`src/rtl/avr_pkg.sv`:
```
// Shared encodings for the AVR sequencing controller: PC-source codes, FSM states,
// pointer selects and opcode mask/value pairs used by the instruction classifier.
package avr_pkg;

    typedef enum logic [2:0] {
        PC_RESET = 3'b000,
        PC_HOLD  = 3'b001,
        PC_INC1  = 3'b010,
        PC_INC2  = 3'b011,
        PC_REL   = 3'b100,
        PC_ABS   = 3'b101
    } pc_src_e;

    typedef enum logic [1:0] {
        ST_RESET    = 2'd0,
        ST_EXEC     = 2'd1,
        ST_WORD2    = 2'd2,
        ST_MEM_WAIT = 2'd3
    } state_e;

    localparam logic [1:0] PTR_X = 2'd0;
    localparam logic [1:0] PTR_Y = 2'd1;
    localparam logic [1:0] PTR_Z = 2'd2;

    // ADD and ADC share one pattern: bit 12 is the carry-in select.
    localparam logic [15:0] ADD_MASK  = 16'hEC00, ADD_VAL  = 16'h0C00;
    localparam logic [15:0] SUB_MASK  = 16'hFC00, SUB_VAL  = 16'h1800;
    localparam logic [15:0] SUBI_MASK = 16'hF000, SUBI_VAL = 16'h5000;
    localparam logic [15:0] LDI_MASK  = 16'hF000, LDI_VAL  = 16'hE000;
    localparam logic [15:0] RJMP_MASK = 16'hF000, RJMP_VAL = 16'hC000;
    localparam logic [15:0] JMP_MASK  = 16'hFE0E, JMP_VAL  = 16'h940C;
    localparam logic [15:0] MEM_MASK  = 16'hFC0F;
    localparam logic [15:0] MEMX_VAL  = 16'h900C;
    localparam logic [15:0] MEMY_VAL  = 16'h8008;
    localparam logic [15:0] MEMZ_VAL  = 16'h8000;
    localparam logic [15:0] BR_MASK   = 16'hF800, BR_VAL   = 16'hF000;

    typedef struct packed {
        logic alu;
        logic ldi;
        logic rjmp;
        logic jmp;
        logic mem;
        logic br;
    } instr_class_t;

    function automatic logic op_match(input logic [15:0] word,
                                      input logic [15:0] mask,
                                      input logic [15:0] val);
        return (word & mask) == val;
    endfunction

endpackage

```
`src/rtl/avr_decode.sv`:
```
// Combinational instruction classifier: one-hot class, store bit and pointer select.
// Conditional branches (BRBS/BRBC) are recognised only when AVR_BRANCH_EN is defined.
module avr_decode
    import avr_pkg::*;
(
    input  logic [15:0]  instr_i,
    output instr_class_t cls_o,
    output logic         store_o,
    output logic [1:0]   ptr_sel_o
);

    logic mem_x, mem_y, mem_z;

    always_comb begin
        mem_x = op_match(instr_i, MEM_MASK, MEMX_VAL);
        mem_y = op_match(instr_i, MEM_MASK, MEMY_VAL);
        mem_z = op_match(instr_i, MEM_MASK, MEMZ_VAL);

        cls_o      = '0;
        cls_o.alu  = op_match(instr_i, ADD_MASK, ADD_VAL)
                   | op_match(instr_i, SUB_MASK, SUB_VAL)
                   | op_match(instr_i, SUBI_MASK, SUBI_VAL);
        cls_o.ldi  = op_match(instr_i, LDI_MASK, LDI_VAL);
        cls_o.rjmp = op_match(instr_i, RJMP_MASK, RJMP_VAL);
        cls_o.jmp  = op_match(instr_i, JMP_MASK, JMP_VAL);
        cls_o.mem  = mem_x | mem_y | mem_z;
`ifdef AVR_BRANCH_EN
        cls_o.br   = op_match(instr_i, BR_MASK, BR_VAL);
`else
        cls_o.br   = 1'b0;
`endif

        store_o = instr_i[9];
        if (mem_y) begin
            ptr_sel_o = PTR_Y;
        end else if (mem_z) begin
            ptr_sel_o = PTR_Z;
        end else begin
            ptr_sel_o = PTR_X;
        end
    end

endmodule

```
`src/rtl/avr_control.sv`:
```
// Sequencing controller for the single-issue AVR core: FSM, data-memory wait counter
// and output muxing. Optional BRBS/BRBC support is enabled by defining AVR_BRANCH_EN.
module avr_control
    import avr_pkg::*;
#(
    parameter int PC_W         = 16,
    parameter int MEM_WAIT_MAX = 0
) (
    input  logic            CLK,
    input  logic            RST,
    input  logic [15:0]     instr,
    input  logic [7:0]      sreg,
    input  logic            d_ready,
    output logic [2:0]      pc_src,
    output logic [PC_W-1:0] jmp,
    output logic            reg_we,
    output logic            sreg_we,
    output logic            d_req,
    output logic            d_we,
    output logic [1:0]      d_ptr_sel,
    output logic            mem_timeout,
    output logic [1:0]      state
);

    localparam int CNT_W = $clog2(MEM_WAIT_MAX + 2);
    localparam logic [CNT_W-1:0] CNT_LIMIT =
        CNT_W'((MEM_WAIT_MAX == 0) ? 0 : MEM_WAIT_MAX - 1);

    state_e           state_q, state_d;
    logic [CNT_W-1:0] cnt_q, cnt_d;
    logic             store_q, store_d;
    logic [1:0]       ptr_q, ptr_d;

    instr_class_t     cls;
    logic             dec_store;
    logic [1:0]       dec_ptr;
    logic [PC_W-1:0]  rjmp_tgt, br_tgt;
    logic             br_taken, wait_expired;
    pc_src_e          pc_src_c;

    avr_decode u_decode (
        .instr_i   (instr),
        .cls_o     (cls),
        .store_o   (dec_store),
        .ptr_sel_o (dec_ptr)
    );

    // Relative targets are offset+1 so the fetch unit can simply add them to PC.
    assign rjmp_tgt = {{(PC_W-12){instr[11]}}, instr[11:0]} + PC_W'(1);
    assign br_tgt   = {{(PC_W-7){instr[9]}}, instr[9:3]} + PC_W'(1);
    assign br_taken = (sreg[instr[2:0]] == !instr[10]);
    // The EXEC request cycle counts as the first wait cycle.
    assign wait_expired = (MEM_WAIT_MAX != 0) && (cnt_q >= CNT_LIMIT);

    always_ff @(posedge CLK) begin
        if (RST) begin
            state_q <= ST_RESET;
            cnt_q   <= '0;
            store_q <= 1'b0;
            ptr_q   <= PTR_X;
        end else begin
            state_q <= state_d;
            cnt_q   <= cnt_d;
            store_q <= store_d;
            ptr_q   <= ptr_d;
        end
    end

    always_comb begin
        state_d     = state_q;
        cnt_d       = cnt_q;
        store_d     = store_q;
        ptr_d       = ptr_q;
        pc_src_c    = PC_INC1;
        jmp         = '0;
        reg_we      = 1'b0;
        sreg_we     = 1'b0;
        d_req       = 1'b0;
        d_we        = 1'b0;
        d_ptr_sel   = PTR_X;
        mem_timeout = 1'b0;

        unique case (state_q)
            ST_RESET: begin
                pc_src_c = PC_RESET;
                cnt_d    = '0;
                state_d  = ST_EXEC;
            end
            ST_EXEC: begin
                if (cls.alu) begin
                    reg_we  = 1'b1;
                    sreg_we = 1'b1;
                end else if (cls.ldi) begin
                    reg_we = 1'b1;
                end else if (cls.rjmp) begin
                    pc_src_c = PC_REL;
                    jmp      = rjmp_tgt;
                end else if (cls.jmp) begin
                    state_d = ST_WORD2;
                end else if (cls.mem) begin
                    d_req     = 1'b1;
                    d_we      = dec_store;
                    d_ptr_sel = dec_ptr;
                    store_d   = dec_store;
                    ptr_d     = dec_ptr;
                    if (d_ready) begin
                        reg_we = !dec_store;
                    end else begin
                        pc_src_c = PC_HOLD;
                        cnt_d    = CNT_W'(1);
                        state_d  = ST_MEM_WAIT;
                    end
                end else if (cls.br && br_taken) begin
                    pc_src_c = PC_REL;
                    jmp      = br_tgt;
                end
            end
            ST_WORD2: begin
                pc_src_c = PC_ABS;
                jmp      = PC_W'(instr);
                state_d  = ST_EXEC;
            end
            ST_MEM_WAIT: begin
                d_req     = 1'b1;
                d_we      = store_q;
                d_ptr_sel = ptr_q;
                pc_src_c  = PC_HOLD;
                cnt_d     = cnt_q + CNT_W'(1);
                if (d_ready) begin
                    reg_we   = !store_q;
                    pc_src_c = PC_INC1;
                    cnt_d    = '0;
                    state_d  = ST_EXEC;
                end else if (wait_expired) begin
                    d_req       = 1'b0;
                    d_we        = 1'b0;
                    d_ptr_sel   = PTR_X;
                    mem_timeout = 1'b1;
                    pc_src_c    = PC_INC1;
                    cnt_d       = '0;
                    state_d     = ST_EXEC;
                end
            end
            default: state_d = ST_RESET;
        endcase

        // Reset overrides everything combinationally so an in-flight access drops at once.
        if (RST) begin
            state_d     = ST_RESET;
            cnt_d       = '0;
            pc_src_c    = PC_RESET;
            jmp         = '0;
            reg_we      = 1'b0;
            sreg_we     = 1'b0;
            d_req       = 1'b0;
            d_we        = 1'b0;
            d_ptr_sel   = PTR_X;
            mem_timeout = 1'b0;
        end
    end

    assign pc_src = pc_src_c;
    assign state  = RST ? ST_RESET : state_q;

endmodule

```
`config.mk`:
```
export PLATFORM = sky130hd
export DESIGN_NAME = avr_control
export DESIGN_NICKNAME = d
export VERILOG_FILES = /design/src/rtl/avr_pkg.sv /design/src/rtl/avr_decode.sv /design/src/rtl/avr_control.sv
export SDC_FILE = /design/constraint.sdc
export NUM_CORES = 1
export LEC_CHECK = 0
export BUFFER_PORTS_ARGS = -buffer_cell sky130_fd_sc_hd__buf_2
export CELL_PAD_IN_SITES_DETAIL_PLACEMENT = 1
export CELL_PAD_IN_SITES_GLOBAL_PLACEMENT = 2
export CORE_UTILIZATION = 20
export DETAILED_ROUTE_END_ITERATION = 12
export PLACE_DENSITY_LB_ADDON = 0.1
export SYNTH_ARGS = -nofsm -noshare
export SYNTH_HDL_FRONTEND = slang
export SYNTH_SLANG_ARGS = --single-unit
```
`constraint.sdc`:
```
create_clock -name CLK -period 1.6 [get_ports CLK]
set_input_delay 0.08 -clock CLK [delete_from_list [all_inputs] [get_ports CLK]]
set_output_delay 0.08 -clock CLK [all_outputs]
set_load 0.02 [all_outputs]
```
==> Word level (Yosys, flattened, before mapping) <==
Index checks and enable logic that the tools add are counted.
W data, S select, Z words.
{ "word_totals": {"reg_bits": 5, "inputBits": 27, "output_inout_bits": 28, "wordCells": 93} }
{ "op_classes": {"n_addsub": 1, "eq_ne": 18, "n_mux": 57, "bitwise": 8, "reduce_logical": 6} }
{ "op_table": {"columns": ["operator", "count"], "rows": [
  ["$mux W16", 4],
  ["$eq A10 B10 Y1 const B", 4],
  ["$mux W2", 17],
  ["$pmux W16 S2", 1],
  ["$mux W1", 23],
  ["$mux W3", 6],
  ["$add A12 B2 Y13 const B", 1],
  ["$pmux W3 S4", 1],
  ["$reduce_and A6 Y1", 2],
  ["$eq A4 B4 Y1 const B", 2],
  ["$ne A2 B2 Y1 const B", 4],
  ["$eq A6 B3 Y1 const B", 1],
  ["$ne A3 B3 Y1 const B", 2],
  ["$pmux W1 S2", 3],
  ["$pmux W2 S3", 1],
  ["$eq A5 B2 Y1 const B", 1],
  ["$eq A2 B2 Y1 const B", 2],
  ["$eq A4 B3 Y1 const B", 1],
  ["$not A1 Y1", 4],
  ["$or A1 B1 Y1", 4],
  ["$pmux W2 S2", 1],
  ["$eq A2 B1 Y1 const B", 1],
  ["$logic_not A1 Y1", 2],
  ["$logic_not A2 Y1", 1],
  ["$reduce_or A2 Y1", 1]
]} }

==> Depth between registers and ports, before layout <==
{ "depth": {"word_depth": 10, "depth_mapped": 7} }

==> Cells and area by module <==
From an unflattened synthesis, not the netlist that was laid out.
{ "unflattened": {"hier_cells": 214, "area_unflattened_um2": 1365.1} }
{ "modules_own_cells": {"columns": ["module", "n_inst", "cells_each", "area_per_inst_um2", "seq_area_each_um2"], "rows": [
  ["avr_control", 1, 190, 1224.9, 100.1],
  ["avr_decode", 1, 24, 140.1, 0.0]
]} }

==> Worst setup path before layout <==
Ideal clock, no wire load.
{ "synth_timing": {"kind": "register -> output", "startpoint": "register state_q[1]", "endpoint": "output jmp[6]", "arrival_ps": 1915, "setup_slack_ps": -395, "stages_incl_launch_ff": 8, "path_buffers": 1, "path_cell_list": "dfxtp_1 -> inv_1 -> ha_1 -> or3b_1 -> buf_2 -> nor2_1 -> nor2_1 -> a211oi_1"} }
{ "synth_between": {"elab_chain_len": 3} }
{ "synth_lines": {"columns": ["item", "line", "source"], "rows": [
  ["start: declaration", "avr_control.sv:29", "state_e state_q, state_d;"],
  ["start signal: assignment", "avr_control.sv:62", "state_q <= state_d;"],
  ["$eq A2 B2 Y1 / $eq A2 B1 Y1 (equally long branches)", "avr_control.sv:83", "unique case (state_q)"],
  ["$pmux W16 S2 *", "avr_control.sv:83", null],
  ["$mux W16 *", "avr_control.sv:148", "if (RST) begin"],
  ["end: declaration", "avr_control.sv:15", "output logic [PC_W-1:0] jmp,"]
]} }
Every way passes the cells marked *; elsewhere a longest branch is shown, timed or not.

==> Worst setup path in the final report <==
{ "layout_timing": {"startpoint": "register state_q[1]", "endpoint": "output jmp[11]"} }
Same word-level chain as after synthesis.

==> qor.txt <==
Register-to-Register Path Depth: 9
synthesis-stage register bit count: 5
yosys warns: 0
Synth Flop Type: dfxtp_1
synth top area cells: a21oi_1 (10%), dfxtp_1 (9.8%), nor2_1 (7.7%)
synthesized cell area: 0.00102 mm^2
CP max FO: 2
CORE AREA: 0.00482 mm^2
FF-to-FF Start: state_q[1]
endpoints failing hold: 0
hold endpoint: store_q
Overflow after GRT: 0
io pins: 55
syn_nets: 190
crit path launch type: flop
vias post-DR: 1536
GP Congestion: 0.847
Setup CP Type: reg2out
XOR/XNOR Fraction of Synth Area: 0%
Final setup viols: 22
antenna cells: 0
Synth cell types: 47
Detailed Route Iter0 Violations: 26
vias per cell: 4.97
mux contribution to synthesized area: 0.984%
top cells by count, synth: a21oi_1 (21), nor2_1 (21), nand2_1 (15)
Worst Hold Depth: 2
FP Rows: 25
number of global-route vias before repair: 1578
LEAKAGE: 0.912 nW
Least-Margin Pin Slew: 0.542 ns
violated checks: negative setup slack
unrepaired setup endpoints after global routing: true
I/O Buffers: 45
area grow syn2layout: 113%
max-cap viol count: 0
TritonCTS Buffers: 3
initial antenna violation count: 0
Total Routing Usage GR: 17.6%
Synth top area share: 10.3%
overall power: 0.675 mW
first-pass GRT wire length: 7440 um
Worst-Skew Late Latency: 0.22 ns
clock sink total: 5
Compound-Gate Fraction of Synth Area: 33.7%
Post-CTS Hold Fix Bufs: 0
DRT Wirelength: 4750 um
Synth async-reset ratio: 0%
Worst Path Arrival: 1.87 ns
hold_sp: RST
f_max: 0.512 GHz
largest net degree at the start of global routing: 19
PD cells: 312 mW/mm^2
reg2reg setup slack: 0.06 ns
status: finished, violations left
Synth Area in Adders: 7.38%
register area share after synthesis: 9.84%
final worst path period share: 122%
detailed placement HPWL: 3510 um
nets: 276
worst slack, placed: -0.145 ns
setup ws final: -0.352 ns
Post-synth EDFFs: 0
maximum vdd drop: 0.276 mV
Slew Viols, Final: 0
Die Width: 73.3 um
Final Skew: 0.000429 ns
final setup TNS: -4.64 ns
largest family of logic cells by synthesized area: simple AND/OR/NAND/NOR gates
Worst Hold Class: in2reg
die area: 0.00538 mm^2
Worst EP required: 1.52 ns
buffer depth of the longest clock path: 2
Die Span Y: 73.3 um
CTS tree: yes
reg2reg end: ptr_q[0]
DR WL/cell: 15.4 um
Slew HR: 63.7%
layout cell share with drive strength beyond 1: 62.8%
largest area contributor in the netlist: a21oi_1
DRT antenna net count: 0
simple-gate share of the synthesized area: 40.3%
syn avg cell area: 6.48 um^2
router iterations before antenna repair: 4
Clk pin slew, worst setup/hold paths: 0.04 ns
Syn Inst Count: 157
Setup crit end kind: output pin
H-tree Lvls: 1
root buffer cell: clkbuf_8
crit path time final: 1.95 ns
Initial Util: 21.1%
# DRC: 0
[state kept, by name, summed over array words and instances, names as in the netlist]
signal,flops
state_q,2
ptr_q,2
store_q,1
[stage by stage]
stage	hold slack [ns]	utilization, %	area [um^2]	cells
after CTS	0.241	39.7	1910	301
after floorplan	0.250	-	1120	157
final	0.287	44.9	2160	309
after global routing	0.322	44.9	2160	309
after global placement	0.461	34.5	1660	293
after detailed placement	0.470	34.5	1660	293
[worst max-delay path by stage]
stage	endpoint	start	slack [ns]
finish	jmp[11]	state_q[1]	-0.35
global route	jmp[7]	state_q[1]	-0.43
CTS	jmp[7]	state_q[1]	-0.35
detailed placement	jmp[7]	state_q[1]	-0.14
global placement	jmp[11]	state_q[1]	-0.13
floorplan	jmp[11]	state_q[1]	-0.08
[worst max-delay path: stages (launching register included)]
cell and delay (ns):
dfxtp_2 0.31, inv_2 0.06, ha_4 0.12, or3b_4 0.38
or4_4 0.50, a21oi_4 0.14, buf_6 0.13
[cell type report]
type                    count  area (um^2)
flip-flops and latches      5          103
repair buffers             91          734
clock buffers               4         45.0
inverters                   8         30.0
well taps                  67         83.8
multi-input cells         134         1170
fillers                   600         2660
[power breakdown]
group	leakage [nW]	internal [mW]	switching (mW)
logic	0.848	0.137	0.172
registers	0.0413	0.128	0.00228
clock network	0.0228	0.171	0.0647
[what timing repair did]
action                                  CTS  global route
endpoints found under the setup margin   24            24
resized for setup                        45            41
setup buffers                             5             9
gates cloned                              0             1
pin swaps                                 8            12
[cell usage in the layout (no fill, tap or decap), types with 4 or more instances in the layout]
cell and n:
a21oi_1 6, a21oi_2 14, and3_1 5, buf_2 22, buf_4 49, buf_6 17
ha_4 4, inv_1 7, nand2_1 14, nand4_1 4, nor2_1 13, nor2_2 6
[per-layer routing]
layer	vias up	wire length (um)	share of wire [%]	global-route usage, %
met4	0	14	0.29	3.21
met5	-	0	0	0
met3	2	138	2.9	1.65
li1	746	-	-	-
met1	751	2080	44	21.3
met2	37	2520	53	33.6
[logic make-up after synthesis]
kind of cell               after synthesis
AOI/OAI and AO/OA                       52
buffers and inverters                   18
DFF                                      5
other                                    1
adders and majority gates                6
and+or+nand+nor                         74
muxes                                    1
(Power assumes the default switching activity.)
